==> config.mk <==
export PLATFORM = sky130hd
export DESIGN_NAME = cfeb_sync_seq
export DESIGN_NICKNAME = d
export VERILOG_FILES = /design/src/rtl/cfeb_sync_seq.sv
export SDC_FILE = /design/constraint.sdc
export NUM_CORES = 1
export LEC_CHECK = 0
export ABC_AREA = 1
export CORE_MARGIN = 2
export CORE_UTILIZATION = 47
export DETAILED_ROUTE_END_ITERATION = 7
export PLACE_DENSITY = 0.77
export SYNTH_ARGS = -nofsm -noshare
export SYNTH_HDL_FRONTEND = slang
export SYNTH_SLANG_ARGS = --single-unit
export TNS_END_PERCENT = 30
==> constraint.sdc <==
create_clock -name clock -period 1.5 [get_ports clock]
set_input_delay 0.15 -clock clock [delete_from_list [all_inputs] [get_ports clock]]
set_output_delay 0.15 -clock clock [all_outputs]
set_load 0.01 [all_outputs]
==> src/rtl/cfeb_sync_seq.sv <==
// cfeb_sync_seq: walks the CFEB fiber links one at a time after a TTC resync
// (or an automatic lost-sync restart), requesting a realign on each enabled
// link and waiting for link_good together with an FC frame-marker strobe.
// Every wait is bounded by a timeout and a per-link retry budget.
//
// Ports:
//   clock, global_reset_n         40 MHz clock, async active-low reset
//   ttc_resync                    resync request, rising edge starts a sequence
//   auto_resync_en                allow lost-sync flags to restart from IDLE
//   cfebs_lostsync, cfebs_me1a_lostsync  sticky lost-sync flags (ME1b / ME1a)
//   cfeb_fiber_enable[MXCFEB]     per-link enable; disabled links are marked done
//   link_good[MXCFEB]             per-link receiver lock
//   fc_marker[MXCFEB]             per-link frame-marker strobe
//   realign_req[MXCFEB]           one-hot single-clock realign pulse
//   cfeb_sync_done[MXCFEB]        per-link alignment complete
//   sync_fail[MXCFEB]             sticky per-link failure (retries exhausted)
//   seq_busy                      sequence in progress
//   seq_state[3]                  current state code for readback
//   retry_cnt[2]                  attempts used on the current link
module cfeb_sync_seq #(
    parameter int unsigned MXCFEB  = 7,
    parameter int unsigned TMRBITS = 10,
    parameter int unsigned TIMEOUT = 600,
    parameter int unsigned MXRETRY = 3,
    parameter int unsigned SETTLE  = 8
) (
    input  logic              clock,
    input  logic              global_reset_n,
    input  logic              ttc_resync,
    input  logic              auto_resync_en,
    input  logic              cfebs_lostsync,
    input  logic              cfebs_me1a_lostsync,
    input  logic [MXCFEB-1:0] cfeb_fiber_enable,
    input  logic [MXCFEB-1:0] link_good,
    input  logic [MXCFEB-1:0] fc_marker,
    output logic [MXCFEB-1:0] realign_req,
    output logic [MXCFEB-1:0] cfeb_sync_done,
    output logic [MXCFEB-1:0] sync_fail,
    output logic              seq_busy,
    output logic [2:0]        seq_state,
    output logic [1:0]        retry_cnt
);

    localparam int unsigned IDXW = $clog2(MXCFEB + 1);
    localparam int unsigned RTYW = 2;

    // Elaboration-time sanity on the counter widths.
    if ((TIMEOUT >= (32'd1 << TMRBITS)) || (SETTLE >= (32'd1 << TMRBITS))) begin : g_tmr_chk
        $error("cfeb_sync_seq: TMRBITS too narrow for TIMEOUT/SETTLE");
    end
    if ((MXRETRY == 0) || (MXRETRY >= (32'd1 << RTYW))) begin : g_rty_chk
        $error("cfeb_sync_seq: MXRETRY must be 1..3");
    end
    if ((TIMEOUT == 0) || (SETTLE == 0)) begin : g_zero_chk
        $error("cfeb_sync_seq: TIMEOUT and SETTLE must be non-zero");
    end

    typedef enum logic [2:0] {
        ST_IDLE   = 3'd0,
        ST_START  = 3'd1,
        ST_SELECT = 3'd2,
        ST_REQ    = 3'd3,
        ST_SETTLE = 3'd4,
        ST_WAIT   = 3'd5,
        ST_DONE   = 3'd6
    } state_e;

    state_e               state_q, state_d;
    logic                 ttc_q, ttc_d;
    logic                 ran_q, ran_d;
    logic [IDXW-1:0]      idx_q, idx_d;
    logic [TMRBITS-1:0]   tmr_q, tmr_d;
    logic [RTYW-1:0]      retry_q, retry_d;
    logic [MXCFEB-1:0]    req_q, req_d;
    logic [MXCFEB-1:0]    done_q, done_d;
    logic [MXCFEB-1:0]    fail_q, fail_d;
    logic                 busy_q, busy_d;

    logic                 trig_ttc_c;
    logic                 trig_lost_c;
    logic                 hit_c;

    // Rising edge of the resync input; abort-and-restart from any state.
    assign trig_ttc_c  = ttc_resync & ~ttc_q;

    // Lost-sync restart only from IDLE after a finished sequence, never while busy,
    // since the monitor keeps lostsync high until every done bit is set.
    assign trig_lost_c = auto_resync_en & (cfebs_lostsync | cfebs_me1a_lostsync) &
                         ran_q & ~busy_q & (state_q == ST_IDLE);

    assign hit_c = link_good[idx_q] & fc_marker[idx_q];

    // Next-state and output computation.
    always_comb begin
        state_d = state_q;
        ttc_d   = ttc_resync;
        ran_d   = ran_q;
        idx_d   = idx_q;
        tmr_d   = tmr_q;
        retry_d = retry_q;
        done_d  = done_q;
        fail_d  = fail_q;

        if (trig_ttc_c || trig_lost_c) begin
            state_d = ST_START;
            ran_d   = 1'b0;
            idx_d   = '0;
            tmr_d   = '0;
            retry_d = '0;
            done_d  = '0;
            fail_d  = '0;
        end else begin
            case (state_q)
                ST_IDLE: begin
                    // A link that loses lock after alignment is no longer done.
                    done_d = done_q & link_good;
                end
                ST_START: begin
                    state_d = ST_SELECT;
                end
                ST_SELECT: begin
                    if (idx_q == IDXW'(MXCFEB)) begin
                        state_d = ST_DONE;
                    end else if (!cfeb_fiber_enable[idx_q]) begin
                        done_d[idx_q] = 1'b1;
                        idx_d         = idx_q + IDXW'(1);
                    end else begin
                        retry_d = '0;
                        state_d = ST_REQ;
                    end
                end
                ST_REQ: begin
                    tmr_d   = TMRBITS'(SETTLE);
                    state_d = ST_SETTLE;
                    if (retry_q != RTYW'(MXRETRY)) begin
                        retry_d = retry_q + RTYW'(1);
                    end
                end
                ST_SETTLE: begin
                    // Markers are ignored here while the receiver re-locks.
                    if (tmr_q <= TMRBITS'(1)) begin
                        tmr_d   = TMRBITS'(TIMEOUT);
                        state_d = ST_WAIT;
                    end else begin
                        tmr_d = tmr_q - TMRBITS'(1);
                    end
                end
                ST_WAIT: begin
                    // Success takes priority over an expiring timer.
                    if (hit_c) begin
                        done_d[idx_q] = 1'b1;
                        idx_d         = idx_q + IDXW'(1);
                        state_d       = ST_SELECT;
                    end else if (tmr_q <= TMRBITS'(1)) begin
                        if (retry_q < RTYW'(MXRETRY)) begin
                            state_d = ST_REQ;
                        end else begin
                            fail_d[idx_q] = 1'b1;
                            idx_d         = idx_q + IDXW'(1);
                            state_d       = ST_SELECT;
                        end
                    end else begin
                        tmr_d = tmr_q - TMRBITS'(1);
                    end
                end
                ST_DONE: begin
                    ran_d   = 1'b1;
                    state_d = ST_IDLE;
                end
                default: begin
                    state_d = ST_IDLE;
                end
            endcase
        end

        // Registered outputs follow the next state so they line up with seq_state.
        req_d  = (state_d == ST_REQ) ? (MXCFEB'(1) << idx_d) : '0;
        busy_d = (state_d != ST_IDLE) && (state_d != ST_DONE);
    end

    // State and output registers.
    always_ff @(posedge clock or negedge global_reset_n) begin
        if (!global_reset_n) begin
            state_q <= ST_IDLE;
            ttc_q   <= 1'b0;
            ran_q   <= 1'b0;
            idx_q   <= '0;
            tmr_q   <= '0;
            retry_q <= '0;
            req_q   <= '0;
            done_q  <= '0;
            fail_q  <= '0;
            busy_q  <= 1'b0;
        end else begin
            state_q <= state_d;
            ttc_q   <= ttc_d;
            ran_q   <= ran_d;
            idx_q   <= idx_d;
            tmr_q   <= tmr_d;
            retry_q <= retry_d;
            req_q   <= req_d;
            done_q  <= done_d;
            fail_q  <= fail_d;
            busy_q  <= busy_d;
        end
    end

    assign realign_req    = req_q;
    assign cfeb_sync_done = done_q;
    assign sync_fail      = fail_q;
    assign seq_busy       = busy_q;
    assign seq_state      = state_q;
    assign retry_cnt      = retry_q;

endmodule

* Word-level counts from Yosys, hierarchy flattened
Index checks and enable logic that the tools add are counted.
** Storage, ports and cells
- Register bits :: 42
- Output and inout port bits :: 27
- Bits of input ports :: 27
** Cells by class
- Bitwise operators :: 12
- Add/sub/neg operators :: 3
- Shifts and indexed selects :: 1
- Multiplexer cells :: 46
- Equal/unequal tests :: 19
- $lt $le $gt $ge :: 4
- Reduce and logical (&&, ||, !) cells :: 15
** Operators with widths (number)
- 7-bit two-way mux :: 10
- 10-bit two-way mux :: 4
- 3-bit two-way mux :: 12
- 10-bit case mux with 3 select lines :: 1
- 3-bit inequality test, second input constant :: 8
- 7-bit case mux with 3 select lines :: 1
- 3-bit case mux with 6 select lines :: 1
- 7-bit OR :: 2
- 3-bit == test, second input constant :: 4
- 4-bit AND reduction :: 3
- 10-bit by 1-bit less-or-equal comparator with 1-bit output, second input constant :: 1
- 10-bit by 1-bit subtractor with 10-bit output, second input constant :: 1
- 1-bit binary-select mux with 3-bit select :: 3
- 3-bit by 2-bit == test with 1-bit output, second input constant :: 3
- 2-bit two-way mux :: 4
- 4-bit nonzero test :: 2
- 7-bit AND :: 1
- 1-bit two-way mux :: 7
- 1-bit by 3-bit << shifter with 7-bit output, first input constant :: 1
- 1-bit AND :: 6
- 3-bit case mux with 2 select lines :: 1
- 2-bit nonzero test :: 3
- 3-bit nonzero test :: 2
- 3-bit by 4-bit < comparator with 1-bit output, second input constant :: 1
- other kinds (15) :: 18

* Logic depth before layout (Yosys ltp)
- Depth after elaboration :: 10
- Depth in mapped cells :: 15
- Gate-level depth less buffers :: 15

* Worst setup path before layout
No wires, ideal clock.
- Kind :: reg-to-reg
- Start :: register idx_q[0]
- End :: register req_q[6] (netlist: realign_req[6])
- Data required time :: 1.383 ns
- Path slack :: -0.206 ns
- Arrival :: 1.588 ns
- Library setup time :: 0.117 ns
- Buffers on the path :: 0
- Stages on the path, launching flop included :: 15
- Period minus slack after synthesis :: 1.706 ns
- Cell sequence :: dfrtp_1 ha_1 ha_1 inv_1 nand2_1 o21ai_0 nand2_1 nand2_1 nand2_1 nand3_1 nand3_1 nand2_1 inv_2 nand2_1 nor2_1
** Between the ends
- Cells in the longest elaborated chain, start to end :: 8
- Elaborated cells on any way between the ends :: 24
** Ends and longest elaborated chain
- start, declared :: RTL line 71 : logic [IDXW-1:0] idx_q, idx_d;
- start signal, assigned :: RTL line 198 : idx_q <= idx_d;
- 3-bit by 1-bit adder with 3-bit output (tied with other cells) :: RTL line 126, 152, 159
- 3-bit two-way mux (tied with other cells) :: RTL line 155 : if (retry_q < RTYW'(MXRETRY)) begin
- 3-bit two-way mux (tied with other cells) :: RTL line 154 : end else if (tmr_q <= TMRBITS'(1)) begin
- 3-bit two-way mux (on tied branches) :: RTL line 150, 122
- 3-bit case mux with 2 select lines (*) :: RTL line 113 : case (state_q)
- 3-bit two-way mux (*) :: RTL line 104 : if (trig_ttc_c || trig_lost_c) begin
- named net idx_d[2] :: RTL line 71
- 1-bit by 3-bit << shifter with 7-bit output (*) :: RTL line 177 : req_d = (state_d == ST_REQ) ? (MXCFEB'(1) << idx_d) : '0;
- 7-bit two-way mux (*) :: RTL line 177
- named net req_d[6] :: RTL line 74 : logic [MXCFEB-1:0] req_q, req_d;
- end signal, assigned :: RTL line 201 : req_q <= req_d;
- end, declared :: RTL line 74
Mark *: on every way through the listed nets, which the timed path passes. The rest lies on a longest branch. The select of a mux whose other input is x is not followed.
A chain may end at the register's enable or synchronous reset.

* Final worst setup path
- Start :: register idx_q[0]
- End :: register busy_q (netlist: seq_busy)
** Between the ends
- Cells in the longest elaborated chain, start to end :: 8
- Elaborated cells on any way between the ends :: 16
** Ends and longest elaborated chain
- 1-bit binary-select mux with 3-bit select (on tied branches) :: RTL line 91, 124
- 1-bit two-way mux (on tied branches) :: RTL line 91, 124
- 1-bit AND or 3-bit two-way mux (tied branches) :: RTL line 91, 124
- 3-bit two-way mux (on tied branches) :: RTL line 150, 122
- 3-bit case mux with 6 select lines (*) :: RTL line 113
- 3-bit two-way mux (*) :: RTL line 104
- named net state_d[0] :: RTL line 68 : state_e state_q, state_d;
- 3-bit inequality test or 3-bit nonzero test (tied branches) :: RTL line 178 : busy_d = (state_d != ST_IDLE) && (state_d != ST_DONE);
- 1-bit logical AND (*) :: RTL line 178
- named net busy_d :: RTL line 77 : logic busy_q, busy_d;
- end signal, assigned :: RTL line 204 : busy_q <= busy_d;
- end, declared :: RTL line 77
Marked as above.

==> results.json <==
{
  "outcome": "finished with violations",
  "violations": "negative setup slack",
  "clockBufferDepth": 2,
  "fin_nets": 546,
  "clkPwrFrac_pct": 10.6,
  "synth_xor_xnor_area_share_pct": 1.63,
  "wl_met1_mm": 3.66,
  "cpMaxStageDelayCell": "dfrtp_2",
  "slew_viol_final": 0,
  "root_buffer": "clkbuf_8",
  "timing.rr.start": "idx_q[0]$_DFF_PN0_",
  "drc": 0,
  "start_util_pct": 48.9,
  "hold_class": "in2reg",
  "powerDensity_mw_per_mm2": 1950,
  "numCtsBuffers": 5,
  "p_leak_uw": 0.00211,
  "n_antenna_cell": 0,
  "coreArea_sq_mm": 0.00551,
  "synthDistinctLibCells": 33,
  "wl_per_cell_um": 15.8,
  "worstSetupEndpointType": "register",
  "met3_length_um": 560,
  "syn_nets": 410,
  "worstSetupPathType": "reg2reg",
  "dp_hpwl_mm": 5.69,
  "htreeDepth": 2,
  "grt_pass1_wl_mm": 12.9,
  "cp_cell_sequence": "buf_6 -> clkbuf_16 -> nand4_1 -> nand2_2 -> nor2_4 -> nand2_1 -> nand2_1 -> inv_2 -> nand2_2 -> nand3_2 -> nor2_1 -> inv_1 -> a21oi_2 -> nand2_1",
  "synth_edf_count": 0,
  "setup_viol": 40,
  "drive_gt1_share_pct": 39.4,
  "critPathRequiredTime_ps": 1690,
  "grt_max_degree": 24,
  "drt_iter0_drc": 256,
  "synth_compound_area_share_pct": 10.6,
  "syn_area_sq_mm": 0.00269,
  "post-route-cell-area_sq_mm": 0.00443,
  "numPortBuffers": 53,
  "clkSlewWorstSetupHoldPaths_ps": 90,
  "finalHoldViolCount": 0,
  "async_reset_ff_share_pct": 100,
  "synth_top_cell_by_area": "dfrtp_1",
  "yosys.area_share.simple_pct": 37.9,
  "syn_inst": 378,
  "route.met2.wl_mm": 4.69,
  "synth_top_area_share_pct": 39.0,
  "worst_ep_arrival_time_ps": 2140,
  "p_sw_uw": 4090,
  "max_freq_mhz": 513,
  "cp_max_fo": 5,
  "cap_violations": 0,
  "synthMuxAreaShare_pct": 0,
  "dieArea_sq_mm": 0.00635,
  "cts_tree": "built",
  "clock-sinks": 42,
  "num_vias": 3248,
  "antenna_found_initial": 0,
  "yosysSeqAreaShare_pct": 39.0,
  "grt_usage_pct": 25.9,
  "vdd_ir_drop_max_mv": 1.28,
  "finalClockSkew_ps": 8.30,
  "min_period_ps": 1950,
  "vias_per_cell": 5.53,
  "total_power_uw": 8660,
  "grt_overflow_total": 0,
  "worst_pin_slew_ps": 532,
  "grt_pass1_vias": 2901,
  "placed_area_sq_mm": 0.00387,
  "dr.pass1.iters": 5,
  "cp_top_family": "simple AND/OR/NAND/NOR gates",
  "ios": 54,
  "crit_top_cell": "nand2_1",
  "synth_top_family_by_area": "simple AND/OR/NAND/NOR gates",
  "syn_to_final_growth_pct": 64.6,
  "rows": 27,
  "internal-power_uw": 4570,
  "synthAdderAreaFrac_pct": 2.32,
  "netlist_top_cells_count": "nand2_1 (113), dfrtp_1 (42), nand3_1 (37), nor2_1 (34), inv_1 (32)",
  "ant_nets": 0,
  "max_stage_delay_ps": 470,
  "max_slew_margin_pct": 64.6,
  "critPathLaunchType": "register",
  "die_w_um": 79.7,
  "yosys_warnings": 0,
  "routabilityCongestion": 0.887,
  "seqPwrFrac_pct": 18.5,
  "synthMostInstantiatedCell": "nand2_1",
  "clk_latency_ps": 300,
  "synth_seq_cells": 42,
  "finalWorstSetupSlack_ps": -450,
  "critical_path.startpoint": "idx_q[0]$_DFF_PN0_",
  "wl_mm": 9.25,
  "synthTopCellsByArea": "dfrtp_1 (39%), nand2_1 (16%), nand3_1 (6.9%), nor2_1 (4.7%), inv_1 (4.5%)",
  "swShare_pct": 47.3,
  "min_from": "ttc_resync",
  "die_height_um": 79.7,
  "top_layer": "met4",
  "critPathBufInv": 4,
  "layout_worst_path_cycle_share_pct": 130,
  "p_comb_share_pct": 70.8,
  "rsz0062_at_grt": "yes",
  "ys_dominant_reg_cell": "dfrtp_1",
  "post-route-util_pct": 80.5,
  "syn_area_per_cell_sq_um": 7.13
}
-- flip-flops by register name, indices dropped and copies added, names as in the netlist --
register        flops
sync_fail           7
seq_state           3
seq_busy            1
cfeb_sync_done      7
retry_cnt           2
ran_q               1
realign_req         7
ttc_q               1
idx_q               3
tmr_q              10
-- layer usage --
layer,GRT usage (%),up-vias
met3,4.41,35
met4,11.6,0
met1,32.1,1534
li1,-,1510
met2,44.2,169
met5,0,-
-- per-stage QoR --
step	cells	TNS, ps	hold WS, ps	worst slack [ps]
3_5_place_dp	562	-9910	149	-369
5_1_grt	587	-18620	326	-591
6_report	587	-14580	313	-450
2_1_floorplan	378	-1870	-146	-102
4_1_cts	572	-8440	314	-280
3_3_place_gp	562	-8660	140	-315
-- power groups by stage --
| stage | clock network [uW] | registers [uW] | logic, uW |
|---|---|---|---|
| after floorplan | 0 | 1630 | 2830 |
| after global placement | 0 | 1580 | 4530 |
| final | 922 | 1600 | 6130 |
| after global routing | 985 | 1630 | 6570 |
| after CTS | 940 | 1590 | 4880 |
| after detailed placement | 0 | 1590 | 4650 |
-- worst reg2reg max path: cells and delay by family (launching register included) --
family	cells	cell delay, ps
compound gates	1	100
flops	1	470
buf+inv	4	400
simple gates	9	880
-- area by class of cell --
class                           instances  area [sq um]
Inverter                               46           188
Sequential cell                        42          1060
Fill cell                             346          1070
Multi-Input combinational cell        282          1740
Clock inverter                          3          43.8
Clock buffer                            5          68.8
Timing Repair Buffer                  137          1250
Tap cell                               72          90.1
-- repair_timing --
| action | in CTS | in global routing |
|---|---|---|
| gates resized for setup | 20 | 72 |
| endpoints found under the hold margin | 19 | 0 |
| hold buffers | 1 | 0 |
| pin swaps | 0 | 31 |
| cloned | 0 | 2 |
| endpoints found under the setup margin | 42 | 40 |
| setup buffers | 1 | 13 |
-- layout by cell type, fill, tap and decap left out, types with 5 or more instances in the layout --
cell | netlist | final
nor3_1 | 14 | 11
o21ai_1 | 1 | 7
nand4_1 | 7 | 7
nor2_1 | 34 | 20
nor2_2 | 3 | 12
clkbuf_8 | 0 | 5
nor2_4 | 3 | 8
nand2_2 | 7 | 18
clkdlybuf4s50_1 | 0 | 50
dfrtp_1 | 42 | 37
buf_4 | 1 | 71
nand3_1 | 37 | 20
nand2_4 | 3 | 6
a21oi_2 | 2 | 9
xor2_1 | 5 | 5
o21ai_0 | 18 | 11
nand3_2 | 2 | 18
a21oi_1 | 14 | 7
inv_1 | 32 | 28
dfrtp_2 | 0 | 5
inv_2 | 13 | 13
buf_6 | 3 | 8
nand2_1 | 113 | 97
-- kinds of logic after synthesis --
logic type                 after synthesis
and+or+nand+nor                        226
AOI/OAI and AO/OA                       46
adders and majority gates                5
xor gates and xnor gates                 5
buffers and inverters                   54
DFF                                     42
-- final timing paths --
path                                            endpoint  cells after the start  slack, ps
setup / recovery                      seq_busy$_DFF_PN0_                     14       -450
hold / removal                           ttc_q$_DFF_PN0_                      1        310
hold reg to reg                 sync_fail[4]$_DFFE_PN0P_                      1        510
setup reg to reg                      seq_busy$_DFF_PN0_                     14       -450
min in group asynchronous  cfeb_sync_done[1]$_DFFE_PN0P_                      2        350
max in group asynchronous         seq_state[1]$_DFF_PN0_                      3        620
(Power assumes the default switching activity.)
==> RTL edit: new RTL, same settings <==
The parameter `MXCFEB` goes from 7 to 14.
--- a/src/rtl/cfeb_sync_seq.sv
+++ b/src/rtl/cfeb_sync_seq.sv
@@ -18,7 +18,7 @@
 //   seq_state[3]                  current state code for readback
 //   retry_cnt[2]                  attempts used on the current link
 module cfeb_sync_seq #(
-    parameter int unsigned MXCFEB  = 7,
+    parameter int unsigned MXCFEB  = 14,
     parameter int unsigned TMRBITS = 10,
     parameter int unsigned TIMEOUT = 600,
     parameter int unsigned MXRETRY = 3,
Ports: changed (6 resized); port bits go from 54 to 96. The function was not compared with the original's and may differ.
==> RTL edit against the original RTL <==
- the run still ends with negative setup slack left
- worst hold slack got worse by 59 ps
- global-route usage grew 1.3 points
- area after synthesis up 52%
- total power is 24% higher
- first-iteration DRC count shrank 23%
- setup slack worse by 260 ps
- sequential cell count grew 22
- final cell count up 53%
- maximum frequency down 12%
- synthesized cell count rose by 56%
- sequential power rose by 39%
- wire length rose by 39%
- final area increased by 44%
- critical path type unchanged
- largest cell class unchanged
==> RTL edit: results (changes against the original RTL) <==
status = finished, violations left
failing checks = negative setup slack
DRT iter0 DRCs = 197 (-23%)
yosys warns = 0 (unchanged)
FF-to-FF End = realign_req[12]
Seq/Total Area, Yosys = 39.1% (+0.13 points)
skew final = 8.82 ps (+0.520 ps)
DP Wirelength = 9.25 mm (+63%)
Syn Area/Cell = 6.93 um^2 (-2.7%)
post-synth cell types = 35 (+6.1%)
Cell Area, Placed = 5960 um^2 (+54%)
first-pass GRT wire length = 21.0 mm (+62%)
Net Switching = 5.02 mW (+23%)
via count = 4673 (+44%)
most frequent cells after synthesis = nand2_1 (158), inv_1 (86), dfrtp_1 (64)
Clock Power Share = 12.5% (+1.9 points)
cts bufs inserted = 9 (+4)
LEAKAGE = 3.13 nW (+48%)
max_slew headroom = 72.5% (+8.0 points)
initial antenna violation count = 0 (unchanged)
final net count = 843 (+54%)
fin worst setup slack = -709 ps (-258 ps)
vias in the first global route = 4631 (+60%)
Min Hold Slack = 254 ps (-59.5 ps)
Synth area leaders = dfrtp_1 (39%), nand2_1 (14%), inv_1 (7.9%)
Final setup viols = 62 (+55%)
Flop pwr share = 20.7% (+2.2 points)
setup TNS = -32430 ps (-17850 ps)
Crit path largest cell delay = 490 ps (+20 ps)
Final Non-Filler Cells = 901 (+53%)
Post-Route WL = 12.8 mm (+39%)
port bufs = 95 (+79%)
worst min-delay path category = primary input to flop
GPL Wtd Cong = 1.05 (+19%)
Worst VDD drop = 0.00117 V (-8.7%)
Clock Latency Late Sink = 360 ps (+60 ps)
Max H-tree Level = 3 (+1)
P_seq = 2.23 mW (+39%)
reg2reg path depth = 15 (+1)
placed cell count = 878 (+56%)
Filler cells = 638 (+84%)
RR Startpoint = idx_q[1]
global-route usage over all layers = 27.2% (+1.3 points)
Mapped Nets = 645 (+57%)
share of cells above drive strength 1 = 27.0% (-12 points)
Place WS = -609 ps (-241 ps)
crit path DAT = 2500 ps (+360 ps)
largest net degree at the start of global routing = 65 (+170%)
[RTL edit: cell types whose count changed after synthesis, sizes merged, moves of 5 or more]
cell	delta
buf	+5
a21oi	+7
dfrtp	+22
inv	+55
nand3	+21
nand2	+41
nor2	+23
o22ai	+11
o21ai	+18
[RTL edit: kinds of logic (layout without fill, tap and decap cells)]
family,after synthesis,after routing,synth area share [%]
simple gates,312,312,33.7
buf+inv,117,320,12.0
compound gates,81,81,11.0
flops,64,64,39.1
xor+xnor,8,8,1.71
fa+ha+maj,7,7,2.14
mux,1,1,0.245
[RTL edit: timing repair]
action	CTS	global route
endpoints found under the hold margin	64	0
gates resized for setup	37	27
endpoints found under the setup margin	68	64
setup buffers	1	2
pin swaps	1	3
cloned	1	2
hold buffers	1	0
[RTL edit: final cells by class]
cell class	count	area, um^2	area share [%]
Multi-Input combinational cell	409	2240	35.1
Timing Repair Buffer	203	1850	28.9
Sequential cell	64	1610	25.1
Inverter	100	385	6.03
Tap cell	108	135	2.11
Clock buffer	9	124	1.94
Clock inverter	7	47.5	0.744
Timing Repair inverter	1	6.26	0.0978
[RTL edit: worst max-delay path by stage]
stage          cells past startpoint                end     start  slack, ps
4_1_cts                           13  cfeb_sync_done[5]  idx_q[0]       -590
2_1_floorplan                     15  cfeb_sync_done[0]  idx_q[0]       -470
6_report                          15    realign_req[12]  idx_q[1]       -710
3_5_place_dp                      11    realign_req[10]  tmr_q[4]       -610
3_3_place_gp                      14    realign_req[11]  idx_q[0]       -550
5_1_grt                           16    realign_req[12]  idx_q[0]       -850
[RTL edit: layer usage]
metal	track usage (%)	vias up	part of all wire (%)
met1	32.2	2202	41
met2	48.3	181	51
met5	0	-	0
met3	5.68	26	6.1
li1	-	2264	-
met4	10.8	0	2.3
